===== src/rtl/hazard_scoreboard_if.sv =====
// Decode-stage hazard interface: instruction fields offered by D, and the
// stall / forwarding decisions returned to the datapath.
//
// Handshake: D presents an instruction with d_valid=1. It is accepted into E
// on the next clk edge only if stall=0 and flush=0 on that edge. While
// stall=1 the D fields must be held steady; a bubble goes into E instead.
interface hazard_scoreboard_if #(
  parameter int ADDR_W = 5,
  parameter int TNEW_W = 2,
  parameter int SEL_W  = 2
);
  logic              flush;
  logic              d_valid;
  logic [ADDR_W-1:0] d_rs;
  logic [ADDR_W-1:0] d_rt;
  logic [TNEW_W-1:0] d_rs_use;
  logic [TNEW_W-1:0] d_rt_use;
  logic              d_wr;
  logic [ADDR_W-1:0] d_wa;
  logic [TNEW_W-1:0] d_tnew;
  logic              d_mtc0_epc;
  logic              d_eret;
  logic              d_mdu_use;
  logic              d_mdu_start;
  logic              d_mdu_div;
  logic              stall;
  logic [SEL_W-1:0]  fwd_d_rs;
  logic [SEL_W-1:0]  fwd_d_rt;
  logic [SEL_W-1:0]  fwd_e_rs;
  logic [SEL_W-1:0]  fwd_e_rt;
  logic [SEL_W-1:0]  fwd_m_rt;
  logic              mdu_busy;

  modport master (
    output flush, d_valid, d_rs, d_rt, d_rs_use, d_rt_use, d_wr, d_wa, d_tnew,
           d_mtc0_epc, d_eret, d_mdu_use, d_mdu_start, d_mdu_div,
    input  stall, fwd_d_rs, fwd_d_rt, fwd_e_rs, fwd_e_rt, fwd_m_rt, mdu_busy
  );

  modport slave (
    input  flush, d_valid, d_rs, d_rt, d_rs_use, d_rt_use, d_wr, d_wa, d_tnew,
           d_mtc0_epc, d_eret, d_mdu_use, d_mdu_start, d_mdu_div,
    output stall, fwd_d_rs, fwd_d_rt, fwd_e_rs, fwd_e_rt, fwd_m_rt, mdu_busy
  );
endinterface


===== src/rtl/hazard_scoreboard.sv =====
// Hazard and forwarding controller for the in-order MIPS pipeline.
// Keeps a shift-register scoreboard of in-flight instructions past D
// (entry 0 = E, 1 = M, ..., STAGES-1 = W) and an MDU latency counter.
// Forwarding select k means "take the result of entry k-1"; 0 = no forward.
module hazard_scoreboard #(
  parameter int ADDR_W  = 5,
  parameter int STAGES  = 3,
  parameter int TNEW_W  = 2,
  parameter int MUL_CYC = 5,
  parameter int DIV_CYC = 10,
  parameter int SEL_W   = $clog2(STAGES + 1)
) (
  input logic                clk,
  input logic                reset,
  hazard_scoreboard_if.slave hz
);
  localparam int CNT_W = $clog2(DIV_CYC + 1);

  typedef struct packed {
    logic              valid;
    logic [ADDR_W-1:0] wa;
    logic [TNEW_W-1:0] tnew;
    logic              epc;
    logic [ADDR_W-1:0] rs;
    logic [ADDR_W-1:0] rt;
  } entry_t;

  typedef struct packed {
    logic              hit;
    logic [SEL_W-1:0]  sel;
    logic [TNEW_W-1:0] tnew;
  } match_t;

  entry_t [STAGES-1:0] ent;
  entry_t [STAGES-1:0] ent_nxt;
  logic [CNT_W-1:0]    cnt;

  match_t m_d_rs, m_d_rt, m_e_rs, m_e_rt, m_m_rt;
  logic   any_epc;
  logic   stall_int;

  // Youngest writer of r among entries lo..STAGES-1; scanning from the old
  // end lets the lowest-index hit overwrite older ones. $0 never matches.
  function automatic match_t youngest(input entry_t [STAGES-1:0] e,
                                      input logic [ADDR_W-1:0] r,
                                      input int lo);
    match_t m;
    m = '0;
    for (int i = STAGES - 1; i >= 0; i--) begin
      if (i >= lo && e[i].valid && e[i].wa == r && r != '0) begin
        m.hit  = 1'b1;
        m.sel  = SEL_W'(i + 1);
        m.tnew = e[i].tnew;
      end
    end
    return m;
  endfunction

  // A match may only be forwarded once its result exists (tnew == 0).
  function automatic logic [SEL_W-1:0] fwd_of(input match_t m);
    return (m.hit && m.tnew == '0) ? m.sel : '0;
  endfunction

  // Dependency search, stall decision and forwarding selects.
  always_comb begin
    m_d_rs  = youngest(ent, hz.d_rs, 0);
    m_d_rt  = youngest(ent, hz.d_rt, 0);
    m_e_rs  = youngest(ent, ent[0].rs, 1);
    m_e_rt  = youngest(ent, ent[0].rt, 1);
    m_m_rt  = youngest(ent, ent[1].rt, 2);
    any_epc = 1'b0;
    for (int i = 0; i < STAGES; i++) begin
      any_epc = any_epc | ent[i].epc;
    end
    stall_int = hz.d_valid & (
                  (m_d_rs.hit && (m_d_rs.tnew > hz.d_rs_use)) ||
                  (m_d_rt.hit && (m_d_rt.tnew > hz.d_rt_use)) ||
                  (hz.d_eret && any_epc) ||
                  (hz.d_mdu_use && (cnt != '0)));
  end

  assign hz.stall    = stall_int;
  assign hz.fwd_d_rs = fwd_of(m_d_rs);
  assign hz.fwd_d_rt = fwd_of(m_d_rt);
  assign hz.fwd_e_rs = fwd_of(m_e_rs);
  assign hz.fwd_e_rt = fwd_of(m_e_rt);
  assign hz.fwd_m_rt = fwd_of(m_m_rt);
  assign hz.mdu_busy = (cnt != '0);

  // Next scoreboard contents: shift with saturating tnew decrement, and
  // load entry 0 from D or with a bubble while stalled. Reader fields of a
  // non-instruction are zeroed so it can never select a forwarding source.
  always_comb begin
    ent_nxt = '0;
    for (int i = 1; i < STAGES; i++) begin
      ent_nxt[i]      = ent[i-1];
      ent_nxt[i].tnew = (ent[i-1].tnew == '0) ? '0 : ent[i-1].tnew - TNEW_W'(1);
    end
    if (!stall_int && hz.d_valid) begin
      ent_nxt[0].valid = hz.d_wr && (hz.d_wa != '0);
      ent_nxt[0].wa    = hz.d_wa;
      ent_nxt[0].tnew  = hz.d_tnew;
      ent_nxt[0].epc   = hz.d_mtc0_epc;
      ent_nxt[0].rs    = hz.d_rs;
      ent_nxt[0].rt    = hz.d_rt;
    end
  end

  // Scoreboard register; flush wipes every entry including epc flags.
  always_ff @(posedge clk or posedge reset) begin
    if (reset) begin
      ent <= '0;
    end else if (hz.flush) begin
      ent <= '0;
    end else begin
      ent <= ent_nxt;
    end
  end

  // MDU latency counter; a flush lets an already-started operation finish.
  always_ff @(posedge clk or posedge reset) begin
    if (reset) begin
      cnt <= '0;
    end else if (hz.d_valid && hz.d_mdu_start && !stall_int && !hz.flush) begin
      cnt <= hz.d_mdu_div ? CNT_W'(DIV_CYC) : CNT_W'(MUL_CYC);
    end else if (cnt != '0) begin
      cnt <= cnt - CNT_W'(1);
    end
  end
endmodule


===== src/flat_wrapper.sv =====
// flat-port wrapper written by rule: the top's interface ports become plain ports
module hazard_scoreboard_flat 
#(
  parameter int ADDR_W  = 5,
  parameter int STAGES  = 3,
  parameter int TNEW_W  = 2,
  parameter int MUL_CYC = 5,
  parameter int DIV_CYC = 10,
  parameter int SEL_W   = $clog2(STAGES + 1)
)
  (clk, reset, hz_flush, hz_d_valid, hz_d_rs, hz_d_rt, hz_d_rs_use, hz_d_rt_use, hz_d_wr, hz_d_wa, hz_d_tnew, hz_d_mtc0_epc, hz_d_eret, hz_d_mdu_use, hz_d_mdu_start, hz_d_mdu_div, hz_stall, hz_fwd_d_rs, hz_fwd_d_rt, hz_fwd_e_rs, hz_fwd_e_rt, hz_fwd_m_rt, hz_mdu_busy);
  hazard_scoreboard_if #(.ADDR_W(ADDR_W), .TNEW_W(TNEW_W), .SEL_W(SEL_W)) hz_i ();
  input logic clk;
  input logic reset;
  input wire logic [$bits(hz_i.flush)-1:0] hz_flush;
  input wire logic [$bits(hz_i.d_valid)-1:0] hz_d_valid;
  input wire logic [$bits(hz_i.d_rs)-1:0] hz_d_rs;
  input wire logic [$bits(hz_i.d_rt)-1:0] hz_d_rt;
  input wire logic [$bits(hz_i.d_rs_use)-1:0] hz_d_rs_use;
  input wire logic [$bits(hz_i.d_rt_use)-1:0] hz_d_rt_use;
  input wire logic [$bits(hz_i.d_wr)-1:0] hz_d_wr;
  input wire logic [$bits(hz_i.d_wa)-1:0] hz_d_wa;
  input wire logic [$bits(hz_i.d_tnew)-1:0] hz_d_tnew;
  input wire logic [$bits(hz_i.d_mtc0_epc)-1:0] hz_d_mtc0_epc;
  input wire logic [$bits(hz_i.d_eret)-1:0] hz_d_eret;
  input wire logic [$bits(hz_i.d_mdu_use)-1:0] hz_d_mdu_use;
  input wire logic [$bits(hz_i.d_mdu_start)-1:0] hz_d_mdu_start;
  input wire logic [$bits(hz_i.d_mdu_div)-1:0] hz_d_mdu_div;
  output wire logic [$bits(hz_i.stall)-1:0] hz_stall;
  output wire logic [$bits(hz_i.fwd_d_rs)-1:0] hz_fwd_d_rs;
  output wire logic [$bits(hz_i.fwd_d_rt)-1:0] hz_fwd_d_rt;
  output wire logic [$bits(hz_i.fwd_e_rs)-1:0] hz_fwd_e_rs;
  output wire logic [$bits(hz_i.fwd_e_rt)-1:0] hz_fwd_e_rt;
  output wire logic [$bits(hz_i.fwd_m_rt)-1:0] hz_fwd_m_rt;
  output wire logic [$bits(hz_i.mdu_busy)-1:0] hz_mdu_busy;
  assign hz_i.flush = hz_flush;
  assign hz_i.d_valid = hz_d_valid;
  assign hz_i.d_rs = hz_d_rs;
  assign hz_i.d_rt = hz_d_rt;
  assign hz_i.d_rs_use = hz_d_rs_use;
  assign hz_i.d_rt_use = hz_d_rt_use;
  assign hz_i.d_wr = hz_d_wr;
  assign hz_i.d_wa = hz_d_wa;
  assign hz_i.d_tnew = hz_d_tnew;
  assign hz_i.d_mtc0_epc = hz_d_mtc0_epc;
  assign hz_i.d_eret = hz_d_eret;
  assign hz_i.d_mdu_use = hz_d_mdu_use;
  assign hz_i.d_mdu_start = hz_d_mdu_start;
  assign hz_i.d_mdu_div = hz_d_mdu_div;
  assign hz_stall = hz_i.stall;
  assign hz_fwd_d_rs = hz_i.fwd_d_rs;
  assign hz_fwd_d_rt = hz_i.fwd_d_rt;
  assign hz_fwd_e_rs = hz_i.fwd_e_rs;
  assign hz_fwd_e_rt = hz_i.fwd_e_rt;
  assign hz_fwd_m_rt = hz_i.fwd_m_rt;
  assign hz_mdu_busy = hz_i.mdu_busy;
  hazard_scoreboard #(.ADDR_W(ADDR_W), .STAGES(STAGES), .TNEW_W(TNEW_W), .MUL_CYC(MUL_CYC), .DIV_CYC(DIV_CYC), .SEL_W(SEL_W)) u_core (.clk(clk), .reset(reset), .hz(hz_i));
endmodule

===== config.mk =====
export PLATFORM = sky130hd
export DESIGN_NAME = hazard_scoreboard_flat
export DESIGN_NICKNAME = d
export VERILOG_FILES = /design/src/rtl/hazard_scoreboard_if.sv /design/src/rtl/hazard_scoreboard.sv /design/src/flat_wrapper.sv
export SDC_FILE = /design/constraint.sdc
export NUM_CORES = 1
export LEC_CHECK = 0
export CAP_MARGIN = 20
export CELL_PAD_IN_SITES_DETAIL_PLACEMENT = 1
export CELL_PAD_IN_SITES_GLOBAL_PLACEMENT = 1
export CORE_ASPECT_RATIO = 0.8
export CORE_MARGIN = 8
export CORE_UTILIZATION = 45
export DETAILED_ROUTE_END_ITERATION = 8
export PLACE_DENSITY_LB_ADDON = 0.1
export SYNTH_ARGS = -nofsm -noshare
export SYNTH_HDL_FRONTEND = slang
export SYNTH_SLANG_ARGS = --single-unit

===== constraint.sdc =====
create_clock -name clk -period 8.2 [get_ports clk]
set_input_delay 0.82 -clock clk [delete_from_list [all_inputs] [get_ports clk]]
set_output_delay 0.82 -clock clk [all_outputs]
set_load 0.01 [all_outputs]

==> metrics, run 1 <==
die footprint=roughly 9000 um2; initial core utilization=46.4%; CTS buffer count=5; Synth Register Bits=46; run status=finished clean; final net count=roughly 340; clock buffer depth=2; worst hold path type=reg -> reg; Gate Count Post-Synth=268; met3 WL post-DR=around 370 um; Placer Congestion=approximately 0.85; hpwl dp=5.34 mm; Area contributors post-synth=dfrtp_1, xnor2_1, nor2b_1, xor2_1, and2_1; unrepaired setup endpoints after global routing=no; Skew-Pair Late Insertion Delay=0.30 ns; core area=a little under 6000 um2; Die W=103 um; fraction of layout cells with a size suffix above 1=roughly 6.3%; achievable frequency=0.199 GHz; Post-CTS Hold Buffers=0; setup violators final=0; cell family with most CP delay=buffers and inverters; first-pass GRT wire length=11.5 mm; dominant cell type by area after synthesis=dfrtp_1; Crit Path Max Fanout=6; Vias=2,027; H-tree levels=2; Routed wire per std cell=between 15 and 20 um; Layout area overhead=19.9%; post-CTS sizing=0; synth unique cells=39; post-CTS setup buffer count=0; Fin Clk Skew=0.00901 ns; DRT iter0 DRCs=67; vias in the first global route=2,243; post-route setup TNS=0 ns; TritonCTS clock tree=built; Fin. Hold Viols=0; Pint=0.000366 W; pwr dens=157 nW/um2; drt via density=5.26; synth warn=0; initial antenna violation count=0; Remaining DRCs=0; max layer used=met4; antenna cell count=0; share of flip-flops with an asynchronous set or reset=100%; Max-Cap Viols=0; post-layout min period=5.02 ns; WP buf/inv=3; largest net degree at the start of global routing=between 40 and 50; number of enable flip-flop cells after synthesis=0; Overflow after GRT=0; post-synth top area share=roughly two fifths; Net Sw Frac=29.0%; Top FF cell, synth=dfrtp_1; Reg power frac=~51%; Detail Route Antenna Nets=0; Critical Path RT=7.38 ns; post-synthesis area per instance=10.2 um2; root buffer cell=clkbuf_8; Worst setup EP type=primary output; switching pwr=0.000150 W; M1 WL=3.29 mm; combinational share of power=a little under a quarter; Final Cycle Share=61.3%; Slew Limit Fails=0; Sink Count=46; WL met2=3.12 mm; Worst path max stage delay=0.57 ns; drt pass-1 iters=4; worst path cell trace=clkdlybuf4s50_1, or4_4, nor2_4, or3_1, mux2i_1, o21ai_0, inv_1, ha_1, a21oi_1, o31a_1, o31a_1, clkdlybuf4s50_1; io pins=43; Rows=25; Crit Path Class=in -> out; Post-Route Utilization=55.6%; slew margin rel.=between 40% and 50%; P_leak=1.37 nW; Worst-Margin Slew=0.872 ns; Die H=85.8 um; critical path startpoint category=input pin; Clk pwr share=between 20% and 30%; total routed wirelength=approximately 7 mm; gr usage total=16.8%; maximum VDD drop=144 uV; register area share after synthesis=between 40% and 50%; Post-Synthesis Net Count=305; port buffer count=42; Clk pin slew, worst setup/hold paths=0.08 ns; slowest cell on the critical path=or4_4; WP data arrival=4.20 ns; Mapped Area=2740 um2
-- per-layer routing --
| metal | track usage, % | vias up |
|---|---|---|
| li1 | - | 981 |
| met1 | 22.9 | 991 |
| met2 | 26.4 | 48 |
| met3 | 3.56 | 7 |
| met4 | 4.06 | 0 |
| met5 | 0 | - |
-- cells in the final DEF, fill, tap and decap left out, types with 2 or more instances in the layout --
master / instances
a21o_1: 3
a21oi_1: 7
and2_1: 18
and3b_1: 2
clkbuf_8: 5
clkdlybuf4s50_1: 42
dfrtp_1: 46
ha_1: 6
inv_1: 9
mux2_2: 2
mux2i_1: 5
nand2_1: 13
nand2b_1: 2
nand3b_1: 2
nand4_1: 10
nor2_1: 6
nor2_4: 2
nor2b_1: 20
nor3_1: 7
nor3b_1: 3
nor4_1: 7
nor4_2: 3
nor4_4: 2
nor4b_1: 3
o21ai_0: 4
o31a_1: 2
or3_1: 3
or4_1: 2
or4_4: 2
xnor2_1: 43
xor2_1: 13
-- cells in the mapped netlist, types with 3 or more instances --
master / number
a21o_1: 3
a21oi_1: 7
and2_1: 18
clkbuf_1: 11
dfrtp_1: 46
ha_1: 6
inv_1: 10
mux2i_1: 5
nand2_1: 13
nand4_1: 10
nor2_1: 6
nor2b_1: 20
nor3_1: 7
nor3b_1: 3
nor4_1: 7
nor4_2: 3
nor4b_1: 3
o21ai_0: 4
or3_1: 3
xnor2_1: 43
xor2_1: 13
-- power groups by stage --
| stage | logic (W) | clock network (W) | registers [W] |
|---|---|---|---|
| 2_1_floorplan | 0.0000836 | 0 | 0.000259 |
| 3_3_place_gp | 0.000115 | 0 | 0.000267 |
| 3_5_place_dp | 0.000121 | 0 | 0.000267 |
| 4_1_cts | 0.000122 | 0.000138 | 0.000263 |
| 5_1_grt | 0.000135 | 0.000148 | 0.000265 |
| 6_report | 0.000120 | 0.000133 | 0.000263 |
-- area by class of cell --
class | count | area [um2]
Fill cell | 644 | 2620
Multi-Input combinational cell | 198 | 1490
Sequential cell | 46 | 1150
Timing Repair Buffer | 43 | 428
Tap cell | 81 | 101
Clock buffer | 6 | 72.6
Inverter | 10 | 37.5
Clock inverter | 1 | 7.51
-- state kept, by name, indices dropped and copies added, names as in the netlist --
signal and count:
u_core.ent 42, u_core.cnt 4
-- path summary, 6_finish.rpt --
| kind | startpoint | end | slack, ns | cells after the start |
|---|---|---|---|---|
| worst max-delay path | hz_d_rs[2] | hz_stall | 3.18 | 12 |
| worst min-delay path | u_core.ent[29] | u_core.ent[48] | 0.51 | 1 |
| worst max register to register | u_core.ent[36] | u_core.ent[18] | 4.64 | 11 |
| worst min register to register | u_core.ent[29] | u_core.ent[48] | 0.51 | 1 |
| max in group asynchronous | reset | u_core.ent[37] | 6.84 | 3 |
| min in group asynchronous | reset | u_core.ent[0] | 0.97 | 3 |
-- worst reg2reg max path: stages (launching register included) --
cell and delay (ns):
dfrtp_1 0.49, xnor2_1 0.23, nand4_1 0.17, nor4_2 0.47, mux2i_1 0.15, o21ai_0 0.34, inv_1 0.09, ha_1 0.28
a21oi_1 0.06, o31a_4 0.13, nor4_4 0.79, o311a_1 0.29
-- stage by stage --
stage	total power (W)	setup WS [ns]	hold WS, ns	instances	instance area (um2)
2_1_floorplan	0.000343	4.47	0.444	268	2740
3_3_place_gp	0.000382	3.20	0.469	378	3210
3_5_place_dp	0.000388	3.15	0.509	378	3210
4_1_cts	0.000523	3.14	0.519	385	3290
5_1_grt	0.000548	2.86	0.547	385	3290
6_report	0.000516	3.18	0.512	385	3290
-- cell families after synthesis --
| logic type | count (synthesis) | synth area share (%) |
|---|---|---|
| fa+ha+maj | 6 | 2.74 |
| flops | 46 | 42.0 |
| compound gates | 21 | 5.25 |
| xor+xnor | 56 | 17.9 |
| mux | 7 | 2.65 |
| buf+inv | 24 | 3.70 |
| simple gates | 108 | 25.8 |
Power figures use the tool's default switching activity.
==> run 2: changes to the inputs <==
--- a/config.mk
+++ b/config.mk
@@ -10,7 +10,7 @@
 export CELL_PAD_IN_SITES_GLOBAL_PLACEMENT = 1
 export CORE_ASPECT_RATIO = 0.8
 export CORE_MARGIN = 8
-export CORE_UTILIZATION = 45
+export CORE_UTILIZATION = 38
 export DETAILED_ROUTE_END_ITERATION = 8
 export PLACE_DENSITY_LB_ADDON = 0.1
 export SYNTH_ARGS = -nofsm -noshare
==> constraint.sdc (replaced) <==
create_clock -name clk -period 4.3 [get_ports clk]
set_input_delay 0.43 -clock clk [delete_from_list [all_inputs] [get_ports clk]]
set_output_delay 0.43 -clock clk [all_outputs]
set_load 0.01 [all_outputs]
==> metrics, run 2 (synthesis gave the netlist of run 1 again) <==
Slew Limit Fails=0 (unchanged); Skew-Pair Late Insertion Delay=0.30 ns (about the same); Final Cycle Share=95.9%; most common cell after layout, fill and taps aside=dfrtp_1 (unchanged); drt pass-1 iters=4 (unchanged); Vias=2,053 (was 2,027); Fin. Hold Viols=0 (unchanged); die footprint=10,200 um2 (was 8860 um2); Worst setup EP type=primary output (unchanged); final total power=0.00105 W (was 0.000516 W); antenna cell count=0 (unchanged); Max-Cap Viols=0 (unchanged); combined flip-flop and latch cell area=1150 um2 (unchanged); first-pass GRT wire length=11.5 mm (about the same); worst hold path type=reg -> reg (unchanged); DRT iter0 DRCs=61 (was 67); Overflow after GRT=0 (unchanged); fill count=790 (was 644); max reg flops=42 (unchanged); Clk pin slew, worst setup/hold paths=0.09 ns (was 0.08 ns); run status=finished clean (unchanged); root buffer cell=clkbuf_8 (unchanged); Placer Congestion=0.793 (was 0.848); hpwl dp=5.42 mm (was 5.34 mm); Worst-Margin Slew=0.951 ns (was 0.872 ns); post-layout min period=4.12 ns; DP Worst Slack=0.00186 ns (was 3.15 ns); most frequent cells in the layout=dfrtp_1, xnor2_1, clkdlybuf4s50_1 (unchanged); combinational share of power=22.1% (was 23.3%); Reg power frac=47.7% (was 50.9%); post-route setup TNS=0 ns (unchanged); CTS buffer count=5 (unchanged); achievable frequency=0.242 GHz; initial core utilization=39.6% (was 46.4%); critical path startpoint category=input pin (unchanged); setup violators final=0 (unchanged); Rows=27 (was 25); io pins=43 (unchanged); port buffer count=42 (unchanged); pwr dens=308 nW/um2 (was 157 nW/um2); gr usage total=13.8% (was 16.8%); unrepaired setup endpoints after global routing=no (unchanged); slew margin rel.=36.4% (was 41.7%); Crit Path Class=in -> out (unchanged); Top Registers=u_core.ent (42), u_core.cnt (4) (unchanged); Die W=111 um (was 103 um); Fin Clk Skew=0.0102 ns (was 0.00901 ns); Die H=92.0 um (was 85.8 um); Multi-input gate area=1520 um2 (was 1490 um2); largest net degree at the start of global routing=47 (unchanged); largest register by flop count=u_core.ent (unchanged); drt via density=5.13 (was 5.26); P_leak=1.45 nW (was 1.37 nW); initial antenna violation count=0 (unchanged); Layout area overhead=24.5% (was 19.9%); maximum VDD drop=186 uV (was 144 uV); final net count=349 (was 341); clock buffer depth=2 (unchanged); setup ws final=0.175 ns (was 3.18 ns); Sink Count=46 (unchanged); Post-CTS Hold Buffers=0 (unchanged); Net Sw Frac=27.3% (was 29.0%); core area=6930 um2 (was 5910 um2); total routed wirelength=6.97 mm (was 6.84 mm); TritonCTS clock tree=built (unchanged); H-tree levels=2 (unchanged); Crit Path Max Fanout=6 (unchanged); Remaining DRCs=0 (unchanged); Routed wire per std cell=17.4 um (was 17.8 um); vias in the first global route=2,232 (was 2,243); Detail Route Antenna Nets=0 (unchanged); Critical Path RT=3.87 ns (was 7.38 ns); Clk pwr share=30.2% (was 25.8%); fraction of layout cells with a size suffix above 1=9.27% (was 6.25%); Pint=0.000764 W (was 0.000366 W); WP data arrival=3.69 ns (was 4.20 ns); switching pwr=0.000287 W (was 0.000150 W)
-- run 2: worst paths after layout --
kind	from	end	slack, ns	cells after the start
worst max-delay path	hz_d_rt[3]	hz_stall	0.18	12
worst min register to register	u_core.ent[29]	u_core.ent[48]	0.50	1
max in group asynchronous	reset	u_core.ent[6]	3.30	3
worst min-delay path	u_core.ent[29]	u_core.ent[48]	0.50	1
worst max register to register	u_core.ent[36]	u_core.cnt[3]	1.00	12
min in group asynchronous	reset	u_core.ent[36]	0.59	3
-- run 2: layer usage --
layer  global-route usage [%]  vias to the layer above  wire length, um
li1                         -                      992                -
met1                     18.3                     1018             3310
met2                     22.6                       39             3310
met3                     2.93                        4              301
met4                     3.14                        0               48
met5                        0                        -                0
-- run 2: critical path, stage by stage --
cell and delay [ns]:
clkdlybuf4s50_1 0.54, or4_4 0.54, nor2_4 0.22, nor4_4 0.11, nand3b_1 0.18, a31oi_2 0.25
ha_1 0.29, a21oi_1 0.14, a21oi_1 0.07, o31a_4 0.14, o31a_1 0.30, clkdlybuf4s50_1 0.48
-- run 2: layout make-up --
type / count / area share [%]
tap: 87 / 3.19
clock buffer: 7 / 2.23
clock inverter: 1 / 0.879
timing repair buffer: 51 / 14.4
inverter: 10 / 1.10
multi-input combinational: 198 / 44.5
sequential: 46 / 33.7
-- run 2: power groups by stage --
| stage | clock, W | combinational [W] | sequential [W] |
|---|---|---|---|
| after global routing | 0.000340 | 0.000260 | 0.000506 |
| final | 0.000318 | 0.000232 | 0.000501 |
| after detailed placement | 0 | 0.000234 | 0.000509 |
| after global placement | 0 | 0.000225 | 0.000509 |
| after floorplan | 0 | 0.000159 | 0.000495 |
| after CTS | 0.000327 | 0.000235 | 0.000501 |
-- run 2: metrics by stage --
stage | cells | hold slack (ns) | util (%) | area [um2]
after floorplan | 268 | 0.444 | - | 2740
after global placement | 390 | 0.476 | 47.1 | 3260
after detailed placement | 390 | 0.490 | 47.1 | 3260
after CTS | 398 | 0.513 | 48.6 | 3370
after global routing | 400 | 0.549 | 49.3 | 3420
final | 400 | 0.505 | 49.3 | 3420
-- run 2: what timing repair did --
action	4_1_cts	5_1_grt
setup endpoints to repair	0	1
gates resized for setup	0	8
buffers inserted	0	2
==> edit (config.mk and constraints of run 1) <==
Make the reset (`reset`) synchronous in 2 clocked blocks.
--- a/src/rtl/hazard_scoreboard.sv
+++ b/src/rtl/hazard_scoreboard.sv
@@ -109,3 +109,3 @@
   // Scoreboard register; flush wipes every entry including epc flags.
-  always_ff @(posedge clk or posedge reset) begin
+  always_ff @(posedge clk) begin
     if (reset) begin
@@ -120,3 +120,3 @@
   // MDU latency counter; a flush lets an already-started operation finish.
-  always_ff @(posedge clk or posedge reset) begin
+  always_ff @(posedge clk) begin
     if (reset) begin
Formal check against the unedited RTL: differs if reset is asserted again (counterexample within 4 cycles, from zero or initial values and one cycle with reset high); with reset held inactive, the same outputs for 10 cycles.
==> edit against run 1 <==
Cell count down 4.4%. Synthesized area down 10%. Final area down 9.2%. Sequential power down 4%. Total power up 0.21%. Worst setup slack worse by 0.19 ns. Sequential cell count unchanged. Sequential share of layout area down 4.2 points. Wire length down 5.6%. Critical path type unchanged.
==> edit: results (changes against run 1) <==
metric	value	unit	change
synth.area.mux_share	0	%	-2.6 points
yosys-top-cells-area	dfxtp_1 37%, xnor2_1 13%, and2_1 9.7%		
synthesis.nets	307		+0.66%
synth_compound_area_share	7.12	%	+1.9 points
cp-startpoint	hz_d_rt[1]		
status	finished clean		
vdd_ir_drop_max	0.000109	V	-24%
grt_pass1_wl	10.8	mm	-6.6%
cts.path.max_buffers	2		unchanged
synthXorXnorAreaFrac	19.9	%	+2.1 points
grt_pass1_vias	2135		-4.8%
timing.rr.end	u_core.ent[18]$_SDFF_PP0_		
grt_max_degree	20		-57%
antenna_cells	0		unchanged
grt_use_met2	27.2	%	+0.78 points
grt_use_total	17.0	%	+0.14 points
synth_common_cells	46 x dfxtp_1, 38 x and2_1, 37 x xnor2_1		
final_nets	341		unchanged
ys_types	34		-13%
place_congestion	0.835		-1.5%
setup.worst_path.end	hz_stall		
synthAdderAreaFrac	4.07	%	+1.3 points
wl_per_cell	17.5	um	-1.2%
hp-start	u_core.ent[11]$_SDFF_PP0_		
nFillCells	623		-3.3%
dp_slack	3.02	ns	-0.124 ns
use_met3	4.61	%	+1.0 points
io_buffer_count	42		unchanged
drive_gt1_share	5.61	%	-0.64 points
crit_fanout	5		-1
vias	1979		-2.4%
met1_usage	22.2	%	-0.70 points
skew	0.00678	ns	-0.00223 ns
ys_seq_area_share	37.4	%	-4.5 points
dp.final_hpwl	5.02	mm	-6.0%
crit_arrival	4.40	ns	+0.20 ns
tightest_slew	0.753	ns	-0.119 ns
reg2reg_setup_slack	4.57	ns	-0.07 ns
worst_slack	2.98	ns	-0.193 ns
worst-r2r-cell-count	13		+2
p_leak	1.15	nW	-16%
drt_first_iter_violations	66		-1.5%
r2r_start	u_core.ent[52]$_SDFF_PP0_		
async_reset_ff_share	0	%	-100 points
## edit: kinds of logic (layout without fill, tap and decap cells)
kind of cell,after synthesis,in the layout
adder cells (fa/ha/maj),8,8
AO/OA/AOI/OAI,26,26
buffers and inverters,28,63
flip-flops,46,46
AND/OR/NAND/NOR,104,104
XOR/XNOR,56,56
## edit: layer usage
layer | share of wire [%] | up-vias
li1 | - | 982
met1 | 50 | 945
met2 | 44 | 47
met3 | 5.0 | 5
met4 | 0.90 | 0
met5 | 0 | -
## edit: through the flow
step / util (%) / instances / hold slack [ns]
6_report: 55.5 / 368 / 0.435
5_1_grt: 55.5 / 368 / 0.479
4_1_cts: 55.5 / 368 / 0.438
3_5_place_dp: 53.8 / 360 / 0.425
3_3_place_gp: 53.8 / 360 / 0.419
2_1_floorplan: - / 268 / 0.398
## edit: power by group
part	switching [mW]	total [mW]	leakage [nW]	internal [mW]
Sequential	0.0138	0.252	0.373	0.238
Combinational	0.0608	0.123	0.725	0.0624
Clock	0.0743	0.142	0.0482	0.0681
Total	0.149	0.517	1.15	0.368
## edit: critical path, stage by stage
cell             delay, ns
clkdlybuf4s50_1       0.64
or4_4                 0.21
nor2_4                0.04
nor4_1                0.56
nor2b_1               0.32
a221oi_1              0.12
a21oi_1               0.26
inv_1                 0.08
ha_1                  0.18
inv_1                 0.05
a21oi_1               0.06
a21oi_1               0.11
o31ai_1               0.08
and3_2                0.23
nor2b_1               0.11
clkdlybuf4s50_1       0.55
## edit: area by class of cell
cell class / instances / area, sq um / share of cell area (%)
multi-input cells: 194 / 1420 / 47.5
flip-flops and latches: 46 / 921 / 30.8
repair buffers: 43 / 428 / 14.3
clock buffers: 7 / 86.3 / 2.89
well taps: 65 / 81.3 / 2.72
inverters: 12 / 45.0 / 1.51
clock inverters: 1 / 5.00 / 0.168
